File: config.mk
export PLATFORM = sky130hd
export DESIGN_NAME = muldiv_unit_flat
export DESIGN_NICKNAME = d
export VERILOG_FILES = /design/src/rtl/muldiv_unit_if.sv /design/src/rtl/muldiv_unit.sv /design/src/flat_wrapper.sv
export SDC_FILE = /design/constraint.sdc
export NUM_CORES = 1
export LEC_CHECK = 0
export ABC_CLOCK_PERIOD_IN_PS = 3400
export CAP_MARGIN = 40
export CORE_MARGIN = 3
export CORE_UTILIZATION = 45
export CTS_CLUSTER_DIAMETER = 80
export DETAILED_ROUTE_END_ITERATION = 10
export PLACE_DENSITY_LB_ADDON = 0.12
export RECOVER_POWER = 50
export SLEW_MARGIN = 10
export SYNTH_ARGS = -nofsm -noshare
export SYNTH_HDL_FRONTEND = slang
export SYNTH_SLANG_ARGS = --single-unit
File: constraint.sdc
create_clock -name CLK -period 3.4 [get_ports CLK]
set_clock_uncertainty 0.05 [all_clocks]
set_input_delay 0.51 -clock CLK [delete_from_list [all_inputs] [get_ports CLK]]
set_output_delay 0.51 -clock CLK [all_outputs]
set_load 0.02 [all_outputs]
File: src/rtl/muldiv_unit_if.sv
// Pipeline-to-multiply/divide-unit bundle: request, operands, HI/LO moves and result status.
// The pipeline (master) drives requests; the unit (slave) returns Busy/Done/Div0 and HI/LO.
interface muldiv_unit_if;
   logic        Start;
   logic [1:0]  Op;
   logic [31:0] Rdata1;
   logic [31:0] Rdata2;
   logic        MtHi;
   logic        MtLo;
   logic        Busy;
   logic        Done;
   logic        Div0;
   logic [31:0] HI;
   logic [31:0] LO;

   // Start is a request, not a valid/ready pair: it is taken on an edge where the
   // unit is IDLE or DONE (Busy low) and ignored otherwise; Done pulses once per result.
   modport master (
      output Start, Op, Rdata1, Rdata2, MtHi, MtLo,
      input  Busy, Done, Div0, HI, LO
   );

   modport slave (
      input  Start, Op, Rdata1, Rdata2, MtHi, MtLo,
      output Busy, Done, Div0, HI, LO
   );
endinterface

File: src/rtl/muldiv_unit.sv
// Iterative 32-bit multiply/divide unit with architectural HI/LO registers.
// One shift-add or restoring shift-subtract step per cycle on operand magnitudes, sign fix-up at the end.
module muldiv_unit (
   input  logic               CLK,
   input  logic               RST,
   muldiv_unit_if.slave       bus,
   output logic [1:0]         o_dbg_state
);

   typedef enum logic [1:0] {
      S_IDLE  = 2'd0,
      S_CALC  = 2'd1,
      S_FIXUP = 2'd2,
      S_DONE  = 2'd3
   } state_t;

   state_t      r_state;
   logic [5:0]  r_cnt;
   logic [63:0] r_p;
   logic [31:0] r_b;
   logic        r_is_div;
   logic        r_sa;
   logic        r_sb;
   logic        r_div0;
   logic [31:0] r_hi;
   logic [31:0] r_lo;
   logic        r_busy;
   logic        r_done;
   logic        r_div0_out;

   logic        w_a_neg;
   logic        w_b_neg;
   logic [31:0] w_a_mag;
   logic [31:0] w_b_mag;
   logic [32:0] w_msum;
   logic [63:0] w_mul_next;
   logic [32:0] w_dshift;
   logic        w_dok;
   logic [31:0] w_drem;
   logic [63:0] w_div_next;
   logic [63:0] w_prod;
   logic [31:0] w_quo;
   logic [31:0] w_rem;

   // Op[0] selects unsigned, Op[1] selects divide.
   assign w_a_neg = ~bus.Op[0] & bus.Rdata1[31];
   assign w_b_neg = ~bus.Op[0] & bus.Rdata2[31];
   assign w_a_mag = w_a_neg ? -bus.Rdata1 : bus.Rdata1;
   assign w_b_mag = w_b_neg ? -bus.Rdata2 : bus.Rdata2;

   assign w_msum     = {1'b0, r_p[63:32]} + (r_p[0] ? {1'b0, r_b} : 33'd0);
   assign w_mul_next = {w_msum, r_p[31:1]};

   // A shifted remainder with bit 32 set always exceeds the divisor; the low 32 bits of the difference are exact.
   assign w_dshift   = {r_p[63:32], r_p[31]};
   assign w_dok      = w_dshift[32] | (w_dshift[31:0] >= r_b);
   assign w_drem     = w_dok ? (w_dshift[31:0] - r_b) : w_dshift[31:0];
   assign w_div_next = {w_drem, r_p[30:0], w_dok};

   assign w_prod = (r_sa ^ r_sb) ? -r_p : r_p;
   assign w_quo  = r_div0 ? 32'hFFFF_FFFF : ((r_sa ^ r_sb) ? -r_p[31:0] : r_p[31:0]);
   assign w_rem  = r_sa ? -r_p[63:32] : r_p[63:32];

   always_ff @(posedge CLK or negedge RST) begin
      if (!RST) begin
         r_state    <= S_IDLE;
         r_cnt      <= 6'd0;
         r_p        <= 64'd0;
         r_b        <= 32'd0;
         r_is_div   <= 1'b0;
         r_sa       <= 1'b0;
         r_sb       <= 1'b0;
         r_div0     <= 1'b0;
         r_hi       <= 32'd0;
         r_lo       <= 32'd0;
         r_busy     <= 1'b0;
         r_done     <= 1'b0;
         r_div0_out <= 1'b0;
      end else begin
         r_done     <= 1'b0;
         r_div0_out <= 1'b0;
         case (r_state)
            S_IDLE, S_DONE: begin
               if (bus.Start) begin
                  r_p      <= {32'd0, w_a_mag};
                  r_b      <= w_b_mag;
                  r_is_div <= bus.Op[1];
                  r_sa     <= w_a_neg;
                  r_sb     <= w_b_neg;
                  r_div0   <= bus.Op[1] & (bus.Rdata2 == 32'd0);
                  r_cnt    <= 6'd0;
                  r_busy   <= 1'b1;
                  r_state  <= S_CALC;
               end else begin
                  if (bus.MtHi) r_hi <= bus.Rdata1;
                  if (bus.MtLo) r_lo <= bus.Rdata1;
                  r_state <= S_IDLE;
               end
            end
            S_CALC: begin
               if (r_cnt == 6'd32) begin
                  r_state <= S_FIXUP;
               end else begin
                  r_cnt <= r_cnt + 6'd1;
                  r_p   <= r_is_div ? w_div_next : w_mul_next;
               end
            end
            S_FIXUP: begin
               if (r_is_div) begin
                  r_hi <= w_rem;
                  r_lo <= w_quo;
               end else begin
                  r_hi <= w_prod[63:32];
                  r_lo <= w_prod[31:0];
               end
               r_busy     <= 1'b0;
               r_done     <= 1'b1;
               r_div0_out <= r_div0;
               r_state    <= S_DONE;
            end
            default: r_state <= S_IDLE;
         endcase
      end
   end

   assign bus.Busy    = r_busy;
   assign bus.Done    = r_done;
   assign bus.Div0    = r_div0_out;
   assign bus.HI      = r_hi;
   assign bus.LO      = r_lo;
   assign o_dbg_state = r_state;

endmodule

File: src/flat_wrapper.sv
// flat-port wrapper written by rule: the top's interface ports become plain ports
module muldiv_unit_flat 
  (CLK, RST, o_dbg_state, bus_Start, bus_Op, bus_Rdata1, bus_Rdata2, bus_MtHi, bus_MtLo, bus_Busy, bus_Done, bus_Div0, bus_HI, bus_LO);
  muldiv_unit_if bus_i ();
  input  logic CLK;
  input  logic RST;
  output logic [1:0] o_dbg_state;
  input wire logic [$bits(bus_i.Start)-1:0] bus_Start;
  input wire logic [$bits(bus_i.Op)-1:0] bus_Op;
  input wire logic [$bits(bus_i.Rdata1)-1:0] bus_Rdata1;
  input wire logic [$bits(bus_i.Rdata2)-1:0] bus_Rdata2;
  input wire logic [$bits(bus_i.MtHi)-1:0] bus_MtHi;
  input wire logic [$bits(bus_i.MtLo)-1:0] bus_MtLo;
  output wire logic [$bits(bus_i.Busy)-1:0] bus_Busy;
  output wire logic [$bits(bus_i.Done)-1:0] bus_Done;
  output wire logic [$bits(bus_i.Div0)-1:0] bus_Div0;
  output wire logic [$bits(bus_i.HI)-1:0] bus_HI;
  output wire logic [$bits(bus_i.LO)-1:0] bus_LO;
  assign bus_i.Start = bus_Start;
  assign bus_i.Op = bus_Op;
  assign bus_i.Rdata1 = bus_Rdata1;
  assign bus_i.Rdata2 = bus_Rdata2;
  assign bus_i.MtHi = bus_MtHi;
  assign bus_i.MtLo = bus_MtLo;
  assign bus_Busy = bus_i.Busy;
  assign bus_Done = bus_i.Done;
  assign bus_Div0 = bus_i.Div0;
  assign bus_HI = bus_i.HI;
  assign bus_LO = bus_i.LO;
  muldiv_unit u_core (.CLK(CLK), .RST(RST), .bus(bus_i), .o_dbg_state(o_dbg_state));
endmodule
==> reports/qor.txt, run 1 <==
===============================================================================================
Result of the run ................................................................ complete, but fails checks
Violated checks .................................................................. max-capacitance violations, max-slew violations, negative setup slack
Num CTS Buffers ..................................................................           17
Final-layout worst hold slack ....................................................    0.4231 ns
Transition time of the tightest slew-check pin ...................................     2.125 ns
Clk buf depth ....................................................................            2
Number of max-slew violations in the final report ................................           46
Clock latency of the later-clocked register in the worst-skew pair ...............      0.46 ns
Via density per instance .........................................................        5.996
Number of enable flip-flop cells after synthesis .................................            0
Width of the die .................................................................     185.7 µm
Setup ws final ...................................................................   -0.2492 ns
Setup crit start ................................................................. u_core.r_p[14]
Portion of the post-synthesis area used by sequential elements ...................       30.12%
Die Span Y .......................................................................     185.7 µm
Reg-to-Reg End ................................................................... u_core.bus.HI[29]
Total negative setup slack .......................................................    -2.189 ns
Worst Reg2Reg Path Length in Cells ...............................................            9
Cell Count Post-Placement ........................................................         2457
Clock tree root driver cell ......................................................    clkbuf_16
Crit path DAT ....................................................................      3.93 ns
Final Cycle Share ................................................................       107.3%
Global Route Usage Sum ...........................................................       29.45%
Endpoints failing hold ...........................................................            0
Share of flip-flops with an asynchronous set or reset after synthesis ............       100.0%
Starting density of the core .....................................................       45.83%
Layout overhead on the synthesized area ..........................................       26.07%
Type of element capturing the critical path ......................................    flip-flop
Required time at the worst-slack endpoint ........................................      3.69 ns
Remaining antenna violation count after routing ..................................            0
Total power after layout .........................................................    0.02074 W
First-pass iteration count of the detailed router ................................            5
Sort of element at the start of the critical path ................................    flip-flop
Peak VDD IR ......................................................................    0.4898 mV
Most common flop cell mapped by yosys ............................................      dfrtp_1
Worst slack after detailed placement .............................................   -0.3710 ns
First-pass GRT wire length .......................................................     79700 µm
Number of nets in the final layout ...............................................         2235
Layout cells sized above 1 .......................................................       13.27%
Port Buf Inserts .................................................................          139
Leakage component of the power ...................................................     8.127 nW
Final routed wirelength across all metal layers ..................................     51100 µm
Via count of the first global-routing pass .......................................        14395
Post-route insts no fill .........................................................         2504
HP Class .........................................................................      reg2reg
Inserted Diodes ..................................................................            0
Number of antenna violations at the first check in global routing ................            0
Mean instance size in the synthesized netlist ....................................    7.820 µm²
Max FO, Critical Path ............................................................            2
Synthesized net count ............................................................         2005
Worst max-slew margin expressed relative to the limit ............................      -41.66%
Grt total ovfl ...................................................................            0
Power density of the placed cells ................................................  1132 nW/µm²
Total I/O pin count ..............................................................          140
Detailed Place HPWL ..............................................................     39170 µm
FF-to-FF setup slack .............................................................     -0.25 ns
Final RePlAce weighted congestion ................................................       0.9984
Clock net sink count .............................................................          175
Max cap viols ....................................................................            1
Flip-flop and latch count after synthesis ........................................          175
Total number of yosys warnings ...................................................            0
CTS HTree Levels .................................................................            4
Cell count after synthesis .......................................................         1859
Final setup violating endpoints ..................................................           13
Via Count ........................................................................        15015
Critical R2R Launch .............................................................. u_core.r_p[14]
Highest clock rate ...............................................................    274.0 MHz
Post-Syn Area ....................................................................    14540 µm²
Per-cell routed wire length ......................................................     20.41 µm
Post-route DRC violation count ...................................................            0
Placeable core region ............................................................    31720 µm²
Capture point of the critical path ............................................... u_core.bus.HI[29]
Largest net degree at the start of global routing ................................           72
Number of distinct library cells after synthesis .................................           70
Final Critical Period ............................................................     3.649 ns
Die ar. ..........................................................................    34500 µm²
Unrepaired setup endpoints after global routing ..................................         true
Kind of critical path ............................................................      reg2reg
Site row count ...................................................................           65
CTS tree .........................................................................          yes
Initial DRC Count ................................................................         1263
Clock input transition at the sequential cells of the worst setup and hold paths .      0.08 ns
===============================================================================================
flip-flops by register name, summed over array words and instances (netlist names):
name,count
u_core.bus.Done,1
u_core.bus.HI,32
u_core.bus.LO,32
u_core.bus.Div0,1
u_core.r_sb,1
u_core.r_b,32
u_core.r_p,64
u_core.r_div0,1
u_core.bus.Busy,1
u_core.r_is_div,1
u_core.o_dbg_state,2
u_core.r_cnt,6
u_core.r_sa,1
layout by cell type (no fill, tap or decap), types with 37 or more instances in the layout:
master           Yosys  routed
a21oi_1            140     134
buf_4                1     170
clkdlybuf4s50_1      0     119
dfrtp_1            175     174
ha_1                73      70
inv_1               77      76
mux2i_1             47      47
nand2_1            231     229
nor2_1             151     148
nor3_1              40      39
o21ai_0            215     208
o22ai_1             38      37
xnor2_1             91      90
xor2_1              81      81
worst max-delay path, cell delays in order (launching register included):
cell     delay, ns
dfrtp_1       0.39
or4_4         0.55
or4b_4        0.52
or4_4         0.55
or4_4         0.54
o31a_1        0.29
o31ai_2       0.22
a21oi_2       0.11
nor4b_2       0.23
nor3b_1       0.08
cell usage after synthesis, types with 13 or more instances:
cell      count  area (µm²)
a211oi_1     22       165.2
a21o_1       28       210.2
a21oi_1     140       700.7
a22oi_1      13       97.59
a31oi_1      22       137.6
buf_1        17       63.81
clkbuf_1     91       341.6
dfrtp_1     175        4379
ha_1         73       913.4
inv_1        77       289.0
mux2i_1      47       470.5
nand2_1     231       867.1
nand2b_1     18       112.6
nand3_1      20       100.1
nand4_1      18       112.6
nor2_1      151       566.8
nor3_1       40       200.2
nor4_1       21       131.4
o21ai_0     215        1076
o22ai_1      38       237.7
o31ai_1      23       172.7
or3_1        20       125.1
xnor2_1      91       797.0
xor2_1       81       709.4
routing by layer:
| metal | share of wire (%) | wire, µm | global-route usage [%] | up-vias |
|---|---|---|---|---|
| met5 | 0 | 0 | 0 | - |
| met4 | 4.3 | 2197 | 12.00 | 0 |
| met3 | 8.3 | 4221 | 4.847 | 113 |
| met2 | 44 | 22600 | 47.42 | 721 |
| met1 | 43 | 22080 | 39.57 | 7026 |
| li1 | - | - | - | 7155 |
power breakdown:
part	internal (W)	switching, W
clock network	0.00111	0.000968
logic	0.00606	0.00866
registers	0.00309	0.000850
logic make-up after synthesis:
kind of cell               after synthesis  share of synthesized area [%]
and+or+nand+nor                        588                          18.70
xor gates and xnor gates               172                          10.36
buffers and inverters                  190                          5.052
DFF                                    175                          30.12
muxes                                   55                          3.856
adders and majority gates               75                          6.558
AOI/OAI and AO/OA                      604                          25.35
how the worst min path moves through the flow:
stage / from / to / slack [ns] / depth (start not counted)
final: u_core.bus.LO[18] / u_core.bus.LO[18] / 0.42 / 2
after global routing: u_core.bus.HI[28] / u_core.bus.HI[28] / 0.44 / 1
after CTS: u_core.bus.HI[28] / u_core.bus.HI[28] / 0.43 / 1
after detailed placement: RST / u_core.bus.Done / 0.42 / 1
after global placement: u_core.bus.LO[19] / u_core.bus.LO[19] / 0.41 / 2
after floorplan: RST / u_core.bus.Busy / 0.16 / 0
metrics by stage:
| step | cell area (µm²) | utilization (%) |
|---|---|---|
| final | 18330 | 57.78 |
| after global routing | 18330 | 57.78 |
| after CTS | 18190 | 57.34 |
| after detailed placement | 17390 | 54.83 |
| after global placement | 17390 | 54.83 |
| after floorplan | 14570 | - |
layout make-up:
type / count / area, µm²
well taps: 402 / 503.0
fillers: 2913 / 13390
multi-input cells: 1494 / 9709
repair buffers: 324 / 2844
clock inverters: 15 / 176.4
inverters: 77 / 289.0
clock buffers: 17 / 425.4
flip-flops and latches: 175 / 4380
timing repair:
item,CTS,global route
resized for setup,23,36
hold endpoints to repair,42,0
buffers inserted,8,6
cloned,0,0
hold buffers,1,0
setup endpoints to repair,17,36
pin swaps,15,20
Power figures use the tool's default switching activity.
==> run 2: changes to the inputs <==
--- a/config.mk
+++ b/config.mk
@@ -5,7 +5,7 @@
 export SDC_FILE = /design/constraint.sdc
 export NUM_CORES = 1
 export LEC_CHECK = 0
-export ABC_CLOCK_PERIOD_IN_PS = 3400
+export ABC_CLOCK_PERIOD_IN_PS = 3500
 export CAP_MARGIN = 40
 export CORE_MARGIN = 3
 export CORE_UTILIZATION = 45
@@ -13,6 +13,8 @@
 export DETAILED_ROUTE_END_ITERATION = 10
 export PLACE_DENSITY_LB_ADDON = 0.12
 export RECOVER_POWER = 50
+export REMOVE_ABC_BUFFERS = 1
+export SETUP_SLACK_MARGIN = 0.5
 export SLEW_MARGIN = 10
 export SYNTH_ARGS = -nofsm -noshare
 export SYNTH_HDL_FRONTEND = slang
==> constraint.sdc (replaced) <==
create_clock -name CLK -period 3.5 [get_ports CLK]
set_clock_uncertainty 0.05 [all_clocks]
set_input_delay 0.525 -clock CLK [delete_from_list [all_inputs] [get_ports CLK]]
set_output_delay 0.525 -clock CLK [all_outputs]
set_load 0.02 [all_outputs]
==> run 2 against run 1 <==
  * The flow finishes with violations (design-rule violations, max-capacitance violations, max-slew violations, negative setup slack)
  * Register-to-register slack gained 0.15 ns
  * Core utilization grew 4.7 points
  * Via count grew 1.0%
  * Largest power group unchanged
  * Clock-buffer cell count grew 1
  * Non-clock buffer count grew 51
  * Sequential power is essentially flat
  * Maximum frequency grew 1.3%
  * Highest routed layer unchanged
  * Wire length shrank 0.42%
  * Hold slack lost 0.00077 ns
  * Sequential share of layout area shrank 1.8 points
  * Critical path depth is the same
==> reports/qor.txt, run 2 (same netlist as run 1, synthesis figures left out) <==
===============================================================================================
Result of the run ................................................................ complete, but fails checks
Violated checks .................................................................. design-rule violations, max-capacitance violations, max-slew violations, negative setup slack
Global Route Usage Sum ...........................................................       28.58%   -0.87 points
Final RePlAce weighted congestion ................................................       0.9363   -6.2%
Switching power ..................................................................    0.01114 W   +6.3%
Total negative setup slack .......................................................   -0.4737 ns   +1.715 ns
Transition time of the tightest slew-check pin ...................................     2.639 ns   +0.5137 ns
Most frequent standard cell in the layout excluding fill and tap cells ...........      nand2_1
Crit-path max cell delay .........................................................      0.54 ns   about the same
Fraction of power consumed by combinational cells ................................        73.2%   +2.2 points
Num CTS Buffers ..................................................................           17   unchanged
Endpoints failing hold ...........................................................            0   unchanged
Footprint of the flip-flops and latches ..........................................     4383 µm²   about the same
Number of antenna violations at the first check in global routing ................            0   unchanged
Number of nets in the final layout ...............................................         2286   +2.3%
Max FO, Critical Path ............................................................            3   +1
First-pass iteration count of the detailed router ................................           10   +5
Starting density of the core .....................................................       45.83%   unchanged
Via Count ........................................................................        15168   +1.0%
Total power after layout .........................................................    0.02260 W   +8.9%
Placeable core region ............................................................    31720 µm²   unchanged
Clock net sink count .............................................................          175   unchanged
Port Buf Inserts .................................................................          139   unchanged
Final Cycle Share ................................................................       103.0%   -4.4 points
Clock tree root driver cell ......................................................    clkbuf_16
Highest clock rate ...............................................................    277.5 MHz   +1.3%
Via density per instance .........................................................        5.937   -1.0%
Power density of the placed cells ................................................  1141 nW/µm²   +0.79%
Post-route DRC violation count ...................................................            1   +1
HP Class .........................................................................      reg2reg
Worst slack after detailed placement .............................................   -0.1568 ns   +0.2142 ns
Cell occurring most often along the worst timing path ............................        or4_4
Max cap viols ....................................................................            2   +1
Internal power consumption .......................................................    0.01145 W   +12%
Type of element capturing the critical path ......................................    flip-flop
Final routed wirelength across all metal layers ..................................     50880 µm   -0.42%
Area of the multi-input gates ....................................................    10550 µm²   +8.6%
Setup ws final ...................................................................   -0.1041 ns   +0.1452 ns
Remaining antenna violation count after routing ..................................            0   unchanged
Number of max-slew violations in the final report ................................           72   +57%
Most frequent cells in the layout ................................................ 226 x nand2_1, 183 x buf_4, 172 x dfrtp_1
Final setup violating endpoints ..................................................            7   -6
Kind of critical path ............................................................      reg2reg
Crit path DAT ....................................................................      3.87 ns   -0.06 ns
Sequential fraction of design power ..............................................        17.3%   -1.7 points
Die Span Y .......................................................................     185.7 µm   unchanged
CTS HTree Levels .................................................................            4   unchanged
Via count of the first global-routing pass .......................................        14429   +0.24%
First-pass GRT wire length .......................................................     78400 µm   -1.6%
Layout filler cell count .........................................................         2771   -4.9%
Layout cells sized above 1 .......................................................       20.85%   +7.6 points
Die ar. ..........................................................................    34500 µm²   unchanged
Width of the die .................................................................     185.7 µm   unchanged
Largest net degree at the start of global routing ................................           77   +6.9%
Final Critical Period ............................................................     3.604 ns   -0.04518 ns
Detailed Place HPWL ..............................................................     36840 µm   -5.9%
Per-cell routed wire length ......................................................     19.91 µm   -2.4%
Leakage component of the power ...................................................     8.665 nW   +6.6%
Top register by number of flip-flops .............................................   u_core.r_p
Initial DRC Count ................................................................         1113   -12%
CTS tree .........................................................................          yes
Worst max-slew margin expressed relative to the limit ............................      -75.90%   -34 points
Inserted Diodes ..................................................................            0   unchanged
Clock power share ................................................................         9.5%   -0.5 points
Clock input transition at the sequential cells of the worst setup and hold paths .      0.07 ns   about the same
Worst-path cell with the longest stage delay .....................................        or4_4
Site row count ...................................................................           65   unchanged
Layout overhead on the synthesized area ..........................................       36.27%
Number of flip-flops under the largest register name .............................           64   unchanged
Unrepaired setup endpoints after global routing ..................................         true
Final-layout worst hold slack ....................................................    0.4224 ns   -0.0007680 ns
Clk buf depth ....................................................................            2   unchanged
Share of total power consumed by net switching ...................................       49.31%   -1.2 points
Required time at the worst-slack endpoint ........................................      3.77 ns   +0.08 ns
Sort of element at the start of the critical path ................................    flip-flop
Critical Path, Cell by Cell ...................................................... or4_4, or4b_4, or4_4, or4_4, o31a_1, o31ai_2, a21oi_1, nor4b_2, nor3b_1
Grt total ovfl ...................................................................            0   unchanged
Utilization after layout .........................................................       62.46%   +4.7 points
Peak VDD IR ......................................................................    0.4791 mV   -2.2%
Clock latency of the later-clocked register in the worst-skew pair ...............      0.44 ns   -0.02 ns
Total I/O pin count ..............................................................          140   unchanged
===============================================================================================
## run 2: cell count changes in the layout (fill, tap and decap cells not counted), moves of 6 or more
cell / before / now
a21oi_1: 134 / 114
a21oi_2: 6 / 20
a21oi_4: 0 / 6
buf_4: 170 / 183
buf_6: 6 / 36
ha_1: 70 / 59
ha_4: 0 / 8
nor2_1: 148 / 133
nor2_2: 0 / 9
nor2_4: 3 / 9
o21ai_0: 208 / 157
o21ai_1: 7 / 45
o21ai_2: 0 / 13
## run 2: final timing paths
check	endpoint	cells after the start	startpoint	slack [ns]
hold / removal	u_core.bus.LO[17]	2	u_core.bus.LO[17]	0.42
setup / recovery	u_core.bus.HI[29]	9	u_core.r_p[14]	-0.10
min in group asynchronous	u_core.bus.Done	2	RST	1.41
max in group asynchronous	u_core.r_p[57]	2	RST	0.29
hold reg to reg	u_core.bus.LO[17]	2	u_core.bus.LO[17]	0.42
setup reg to reg	u_core.bus.HI[29]	9	u_core.r_p[14]	-0.10
## run 2: final cells by class
class | count | share of cell area, %
clock buffers | 18 | 2.217
clock inverters | 14 | 1.029
inverters | 77 | 1.459
multi-input cells | 1494 | 53.24
flip-flops and latches | 175 | 22.12
well taps | 402 | 2.539
repair buffers | 375 | 17.39
## run 2: repair_timing
action,CTS,global route
endpoints found under the hold margin,38,0
hold buffers,1,0
buffers inserted,33,27
pin swaps,79,86
endpoints found under the setup margin,72,82
gates cloned,1,1
gates resized for setup,188,129
## run 2: power by group through the flow
stage | Combinational (W) | Clock [W] | Sequential (W)
finish | 0.0165 | 0.00215 | 0.00391
global route | 0.0179 | 0.00224 | 0.00402
CTS | 0.0152 | 0.00217 | 0.00388
detailed placement | 0.0139 | 0 | 0.00390
global placement | 0.0137 | 0 | 0.00387
floorplan | 0.00798 | 0 | 0.00435
## run 2: metrics by stage
stage	cell area (µm²)	cells
after global routing	19810	2555
after detailed placement	17390	2459
after CTS	19040	2526
after global placement	17350	2457
after floorplan	14090	1746
final	19810	2555
## run 2: critical path, delay by kind of cell, from the launching register on
| family | cells | cell delay [ns] |
|---|---|---|
| AOI/OAI and AO/OA | 3 | 0.69 |
| and+or+nand+nor | 6 | 2.37 |
| DFF | 1 | 0.38 |
## run 2: per-layer routing
layer / vias up / global-route usage [%] / wire [µm]
met5: - / 0 / 0
met4: 0 / 8.102 / 1025
met3: 78 / 3.088 / 2960
met2: 614 / 48.68 / 24530
met1: 7219 / 38.66 / 22370
li1: 7257 / - / -
